===== config.mk =====
export PLATFORM = sky130hd
export DESIGN_NAME = router_fsm
export DESIGN_NICKNAME = d
export VERILOG_FILES = /design/src/rtl/router_pkg.sv /design/src/rtl/router_fsm.sv
export SDC_FILE = /design/constraint.sdc
export NUM_CORES = 1
export LEC_CHECK = 0
export CAP_MARGIN = 5
export CELL_PAD_IN_SITES_DETAIL_PLACEMENT = 0
export CELL_PAD_IN_SITES_GLOBAL_PLACEMENT = 1
export CORE_UTILIZATION = 27
export CTS_CLUSTER_DIAMETER = 200
export DETAILED_ROUTE_END_ITERATION = 8
export GPL_TIMING_DRIVEN = 0
export PLACE_DENSITY = 0.73
export SYNTH_ARGS = -nofsm -noshare
export SYNTH_HDL_FRONTEND = slang
export SYNTH_SLANG_ARGS = --single-unit
export TNS_END_PERCENT = 10

===== constraint.sdc =====
create_clock -name clk -period 1.7 [get_ports clk]
set_input_delay 0.255 -clock clk [delete_from_list [all_inputs] [get_ports clk]]
set_output_delay 0.255 -clock clk [all_outputs]
set_load 0.05 [all_outputs]

===== src/rtl/router_pkg.sv =====
// Shared types and constants for the 1x3 router control FSM.
package router_pkg;

   typedef enum logic [2:0] {
      ST_DA  = 3'd0,
      ST_LFD = 3'd1,
      ST_LD  = 3'd2,
      ST_WTE = 3'd3,
      ST_FFS = 3'd4,
      ST_LAF = 3'd5,
      ST_LP  = 3'd6,
      ST_CPE = 3'd7
   } router_state_e;

   localparam logic [1:0] ADDR_0   = 2'd0;
   localparam logic [1:0] ADDR_1   = 2'd1;
   localparam logic [1:0] ADDR_2   = 2'd2;
   localparam logic [1:0] ADDR_INV = 2'd3;

   typedef struct packed {
      logic write_enb_reg;
      logic detect_add;
      logic lfd_state;
      logic ld_state;
      logic laf_state;
      logic full_state;
      logic rst_int_reg;
      logic busy;
   } router_out_t;

   // Moore output decode for a given state.
   function automatic router_out_t decode_outputs(router_state_e st);
      router_out_t o;
      o               = '0;
      o.detect_add    = (st == ST_DA);
      o.lfd_state     = (st == ST_LFD);
      o.ld_state      = (st == ST_LD);
      o.laf_state     = (st == ST_LAF);
      o.full_state    = (st == ST_FFS);
      o.rst_int_reg   = (st == ST_CPE);
      o.write_enb_reg = (st == ST_LD) || (st == ST_LP) || (st == ST_LAF);
      o.busy          = !((st == ST_DA) || (st == ST_LD));
      return o;
   endfunction

endpackage


===== src/rtl/router_fsm.sv =====
// Router control FSM: header decode, FIFO wait, load sequencing, full stalls, parity check.
// Optional completed-packet counter enabled by defining ROUTER_FSM_PKT_CNT_EN.
module router_fsm
   import router_pkg::*;
#(
   parameter int unsigned CNT_W = 16
) (
   input  logic             clk,
   input  logic             resetn,
   input  logic             pkt_valid,
   input  logic [1:0]       data_in,
   input  logic             fifo_full,
   input  logic             fifo_empty_0,
   input  logic             fifo_empty_1,
   input  logic             fifo_empty_2,
   input  logic             soft_reset_0,
   input  logic             soft_reset_1,
   input  logic             soft_reset_2,
   input  logic             parity_done,
   input  logic             low_pkt_valid,
   output logic             write_enb_reg,
   output logic             detect_add,
   output logic             lfd_state,
   output logic             ld_state,
   output logic             laf_state,
   output logic             full_state,
   output logic             rst_int_reg,
   output logic             busy,
   output logic [CNT_W-1:0] pkt_cnt
);

   router_state_e state_q, state_d;
   logic [1:0]    addr_q, addr_d;
   router_out_t   out_q, out_d;
   logic          empty_sel, srst_sel, hdr_empty, hdr_ok;

   // Per-FIFO status selected by the latched address; header path uses live data_in.
   always_comb begin
      empty_sel = 1'b0;
      srst_sel  = 1'b0;
      hdr_empty = 1'b0;
      case (addr_q)
         ADDR_0:  begin empty_sel = fifo_empty_0; srst_sel = soft_reset_0; end
         ADDR_1:  begin empty_sel = fifo_empty_1; srst_sel = soft_reset_1; end
         ADDR_2:  begin empty_sel = fifo_empty_2; srst_sel = soft_reset_2; end
         default: ;
      endcase
      case (data_in)
         ADDR_0:  hdr_empty = fifo_empty_0;
         ADDR_1:  hdr_empty = fifo_empty_1;
         ADDR_2:  hdr_empty = fifo_empty_2;
         default: ;
      endcase
   end

   assign hdr_ok = pkt_valid && (data_in != ADDR_INV);

   always_ff @(posedge clk or negedge resetn) begin
      if (!resetn) begin
         state_q <= ST_DA;
         addr_q  <= ADDR_0;
         out_q   <= decode_outputs(ST_DA);
      end else begin
         state_q <= state_d;
         addr_q  <= addr_d;
         out_q   <= out_d;
      end
   end

   // Outputs are registered from the next state so they track the state register exactly.
   always_comb begin
      state_d = state_q;
      addr_d  = addr_q;
      if (state_q == ST_DA && hdr_ok) begin
         addr_d = data_in;
      end
      if (srst_sel) begin
         state_d = ST_DA;
      end else begin
         unique case (state_q)
            ST_DA:   if (hdr_ok) state_d = hdr_empty ? ST_LFD : ST_WTE;
            ST_WTE:  if (empty_sel) state_d = ST_LFD;
            ST_LFD:  state_d = ST_LD;
            ST_LD: begin
               if (fifo_full)       state_d = ST_FFS;
               else if (!pkt_valid) state_d = ST_LP;
            end
            ST_FFS:  if (!fifo_full) state_d = ST_LAF;
            ST_LAF: begin
               if (parity_done)        state_d = ST_DA;
               else if (low_pkt_valid) state_d = ST_LP;
               else                    state_d = ST_LD;
            end
            ST_LP:   state_d = ST_CPE;
            ST_CPE:  state_d = fifo_full ? ST_FFS : ST_DA;
            default: state_d = ST_DA;
         endcase
      end
      out_d = decode_outputs(state_d);
   end

   assign write_enb_reg = out_q.write_enb_reg;
   assign detect_add    = out_q.detect_add;
   assign lfd_state     = out_q.lfd_state;
   assign ld_state      = out_q.ld_state;
   assign laf_state     = out_q.laf_state;
   assign full_state    = out_q.full_state;
   assign rst_int_reg   = out_q.rst_int_reg;
   assign busy          = out_q.busy;

`ifdef ROUTER_FSM_PKT_CNT_EN
   logic [CNT_W-1:0] cnt_q;

   // Every CPE exit completes a packet unless a soft reset forces the exit.
   always_ff @(posedge clk or negedge resetn) begin
      if (!resetn) begin
         cnt_q <= '0;
      end else if (state_q == ST_CPE && !srst_sel) begin
         cnt_q <= cnt_q + CNT_W'(1);
      end
   end

   assign pkt_cnt = cnt_q;
`else
   assign pkt_cnt = '0;
`endif

endmodule


==> flow_summary.json <==
{
  "fillers": 284,
  "numPlacedInstances": 140,
  "failing_checks": "design-rule violations",
  "gp_routability_congestion": 0.738,
  "dr.first_iter.drc_count": 18,
  "cts_max_path_buffers": 2,
  "global_route.peak_usage_layer": "met2",
  "postSynth.topFlopCell": "sky130_fd_sc_hd__dfrtp_1",
  "fp.dieW_um": 56.8,
  "grt_setup_unrepaired": "true",
  "drive_above_1_share_pct": 41.2,
  "cts_made_buffers": 3,
  "synth_enable_flop_cells": 0,
  "grtUsageMet2_pct": 18.0,
  "area_delta_synth_final_pct": 54.0,
  "number_of_synthesis_warnings": 0,
  "max_clock_freq_mhz": 597,
  "vias": 640,
  "fin_skew_ps": 0.723,
  "path_max_fanout": 7,
  "finalSetupViolations": 0,
  "insertion_delay_ps": 280,
  "top_regs": "state_q x3, addr_q x2",
  "critical_path_required_ps": 1870,
  "worst_setup_hold_path_clk_slew_ps": 70,
  "vias_per_cell": 4.41,
  "drv.max_cap_violation_count": 0,
  "cp-start-kind": "register",
  "report.final.slew_viol_count": 0,
  "io_buffer_count": 21,
  "critPathCaptureType": "register",
  "cellLeakagePower_uw": 0.000605,
  "drt-total-wl_um": 1660,
  "p_per_area_nw_per_um2": 1540,
  "ioPinCount": 38,
  "rows": 19,
  "cts_tree": "built",
  "insertedDiodeCount": 0,
  "h-tree-depth": 1,
  "number_of_antenna_violations_at_the_first_check_in_global_routing": 0,
  "grt_first_pass_wirelength_um": 2730,
  "fp.dieArea_sq_um": 3230,
  "effective_utilization_at_floorplan_pct": 28.9,
  "antenna_left": 0,
  "worstHoldPathType": "primary input to asynchronous set/reset pin",
  "global_route.usage.met3_pct": 5.76,
  "status": "finished with violations",
  "syn_avg_cell_area_sq_um": 11.1,
  "synth_async_sr_flop_share_pct": 100,
  "total_iterations_of_the_first_detailed_routing_run": 7,
  "grt_overflow": 0,
  "yosys.cell_types.count": 36,
  "tightestPinTransition_ps": 552,
  "wl_per_cell_um": 11.5,
  "synth-seq-area-share_pct": 40.3,
  "clock_sinks": 13,
  "max_reg_flops": 3,
  "top_register": "state_q",
  "worst_supply_voltage_drop_on_vdd_mv": 0.492,
  "area_used_by_multi_input_combinational_logic_sq_um": 493,
  "postSynthCellCount": 73,
  "overall_routing_resource_usage_pct": 11.4,
  "finalNonFillerCells": 145,
  "min_period_ps": 1670,
  "largest_net_degree_at_the_start_of_global_routing": 14,
  "clock-root-buffer": "sky130_fd_sc_hd__clkbuf_4",
  "core_area_sq_um": 2810,
  "min_period_over_period_pct": 98.5,
  "die-height_um": 56.8,
  "finalHoldViolations": 0,
  "relSlewSlack_pct": 63.1,
  "worstSetupPathType": "register to register",
  "nNetsFinal": 129,
  "remaining_drc_errors": 8,
  "groute.layer.met1.usage_pct": 13.0,
  "dp_hpwl_um": 1280,
  "timing.hold.ws_ps": 329,
  "synth.cell_area_sq_um": 811,
  "synth.ff_latch_count": 13,
  "arrival_ps": 1840,
  "layout.area.seq_sq_um": 330,
  "grt_pass1_vias": 617
}
[kinds of logic (layout without fill, tap and decap cells)]
logic type / after synthesis / in the layout / synth area share, %
mux: 6 / 6 / 8.02
simple gates: 21 / 21 / 18.1
flops: 13 / 13 / 40.3
compound gates: 13 / 13 / 16.7
buf+inv: 19 / 45 / 16.5
other cells: 1 / 16 / 0.463
[what timing repair did]
| action | CTS | global route |
|---|---|---|
| resized for setup | 2 | 21 |
| pin swaps | 1 | 1 |
| setup endpoints to repair | 6 | 10 |
| buffers inserted | 0 | 1 |
| gates cloned | 0 | 0 |
| hold buffers | 0 | 0 |
[power breakdown]
group / internal, uW / switching [uW] / leakage [uW]
Combinational: 499 / 681 / 0.000427
Clock: 91.2 / 98.9 / 0.0000150
Sequential: 442 / 108 / 0.000163
Total: 1030 / 889 / 0.000605
[cell usage after synthesis (2+ instances only)]
| master | number | area [sq um] |
|---|---|---|
| sky130_fd_sc_hd__a21oi_1 | 2 | 10.0 |
| sky130_fd_sc_hd__and2_2 | 2 | 15.0 |
| sky130_fd_sc_hd__buf_4 | 16 | 120 |
| sky130_fd_sc_hd__dfrtp_1 | 12 | 300 |
| sky130_fd_sc_hd__inv_1 | 2 | 7.51 |
| sky130_fd_sc_hd__mux2_2 | 4 | 45.0 |
| sky130_fd_sc_hd__mux2i_1 | 2 | 20.0 |
| sky130_fd_sc_hd__nand2b_1 | 2 | 12.5 |
| sky130_fd_sc_hd__nor2b_1 | 3 | 18.8 |
| sky130_fd_sc_hd__nor3_1 | 2 | 10.0 |
[worst paths after layout]
check	startpoint	end	slack [ps]	depth (start not counted)
worst max-delay path	state_q[1]	write_enb_reg	30	4
worst min-delay path	resetn	addr_q[0]	330	1
worst max register to register	state_q[1]	write_enb_reg	30	4
worst min register to register	addr_q[1]	addr_q[1]	610	1
max in group asynchronous	resetn	state_q[1]	980	1
min in group clk	data_in[0]	addr_q[0]	340	2
[critical path, cell delays in order (launching register included)]
cell,delay (ps)
sky130_fd_sc_hd__dfrtp_2,450
sky130_fd_sc_hd__nor2b_2,190
sky130_fd_sc_hd__a21boi_1,160
sky130_fd_sc_hd__o311ai_4,430
sky130_fd_sc_hd__mux2_4,340
[final cells by class]
| cell class | instances | area share, % |
|---|---|---|
| buffer | 16 | 9.62 |
| clock buffer | 4 | 2.10 |
| inverter | 3 | 1.10 |
| multi-input combinational | 56 | 39.5 |
| sequential | 13 | 26.5 |
| tap | 31 | 3.11 |
| timing repair buffer | 22 | 18.1 |
[cell usage in the layout, fill, tap and decap left out, types with 2 or more instances in the layout]
cell type,Yosys,routed
sky130_fd_sc_hd__nor2b_1,3,2
sky130_fd_sc_hd__dfrtp_1,12,9
sky130_fd_sc_hd__a21oi_1,2,2
sky130_fd_sc_hd__inv_1,2,2
sky130_fd_sc_hd__clkbuf_4,0,3
sky130_fd_sc_hd__dfrtp_2,0,3
sky130_fd_sc_hd__mux2_2,4,3
sky130_fd_sc_hd__and2_2,2,2
sky130_fd_sc_hd__clkdlybuf4s50_1,0,16
sky130_fd_sc_hd__dlymetal6s2s_1,0,4
sky130_fd_sc_hd__buf_4,16,17
sky130_fd_sc_hd__nand2b_1,2,2
sky130_fd_sc_hd__mux2i_1,2,2
sky130_fd_sc_hd__conb_1,1,16
sky130_fd_sc_hd__o311ai_4,1,2
[layer usage]
| layer | up-vias | wire length (um) |
|---|---|---|
| met5 | - | 0 |
| met3 | 4 | 173 |
| li1 | 314 | - |
| met2 | 34 | 751 |
| met4 | 0 | 33 |
| met1 | 288 | 705 |
[per-stage QoR]
| step | cell area [sq um] | TNS (ps) | util (%) | power (uW) | worst slack [ps] |
|---|---|---|---|---|---|
| floorplan | 867 | 0 | - | 1310 | 63.0 |
| global placement | 1120 | -2070 | 39.8 | 1560 | -379 |
| detailed placement | 1120 | -2230 | 39.8 | 1580 | -399 |
| CTS | 1150 | -147 | 40.9 | 1770 | -105 |
| global route | 1250 | -46.6 | 44.5 | 2060 | -33.2 |
| finish | 1250 | 0 | 44.5 | 1920 | 25.3 |
(Power assumes the default switching activity.)
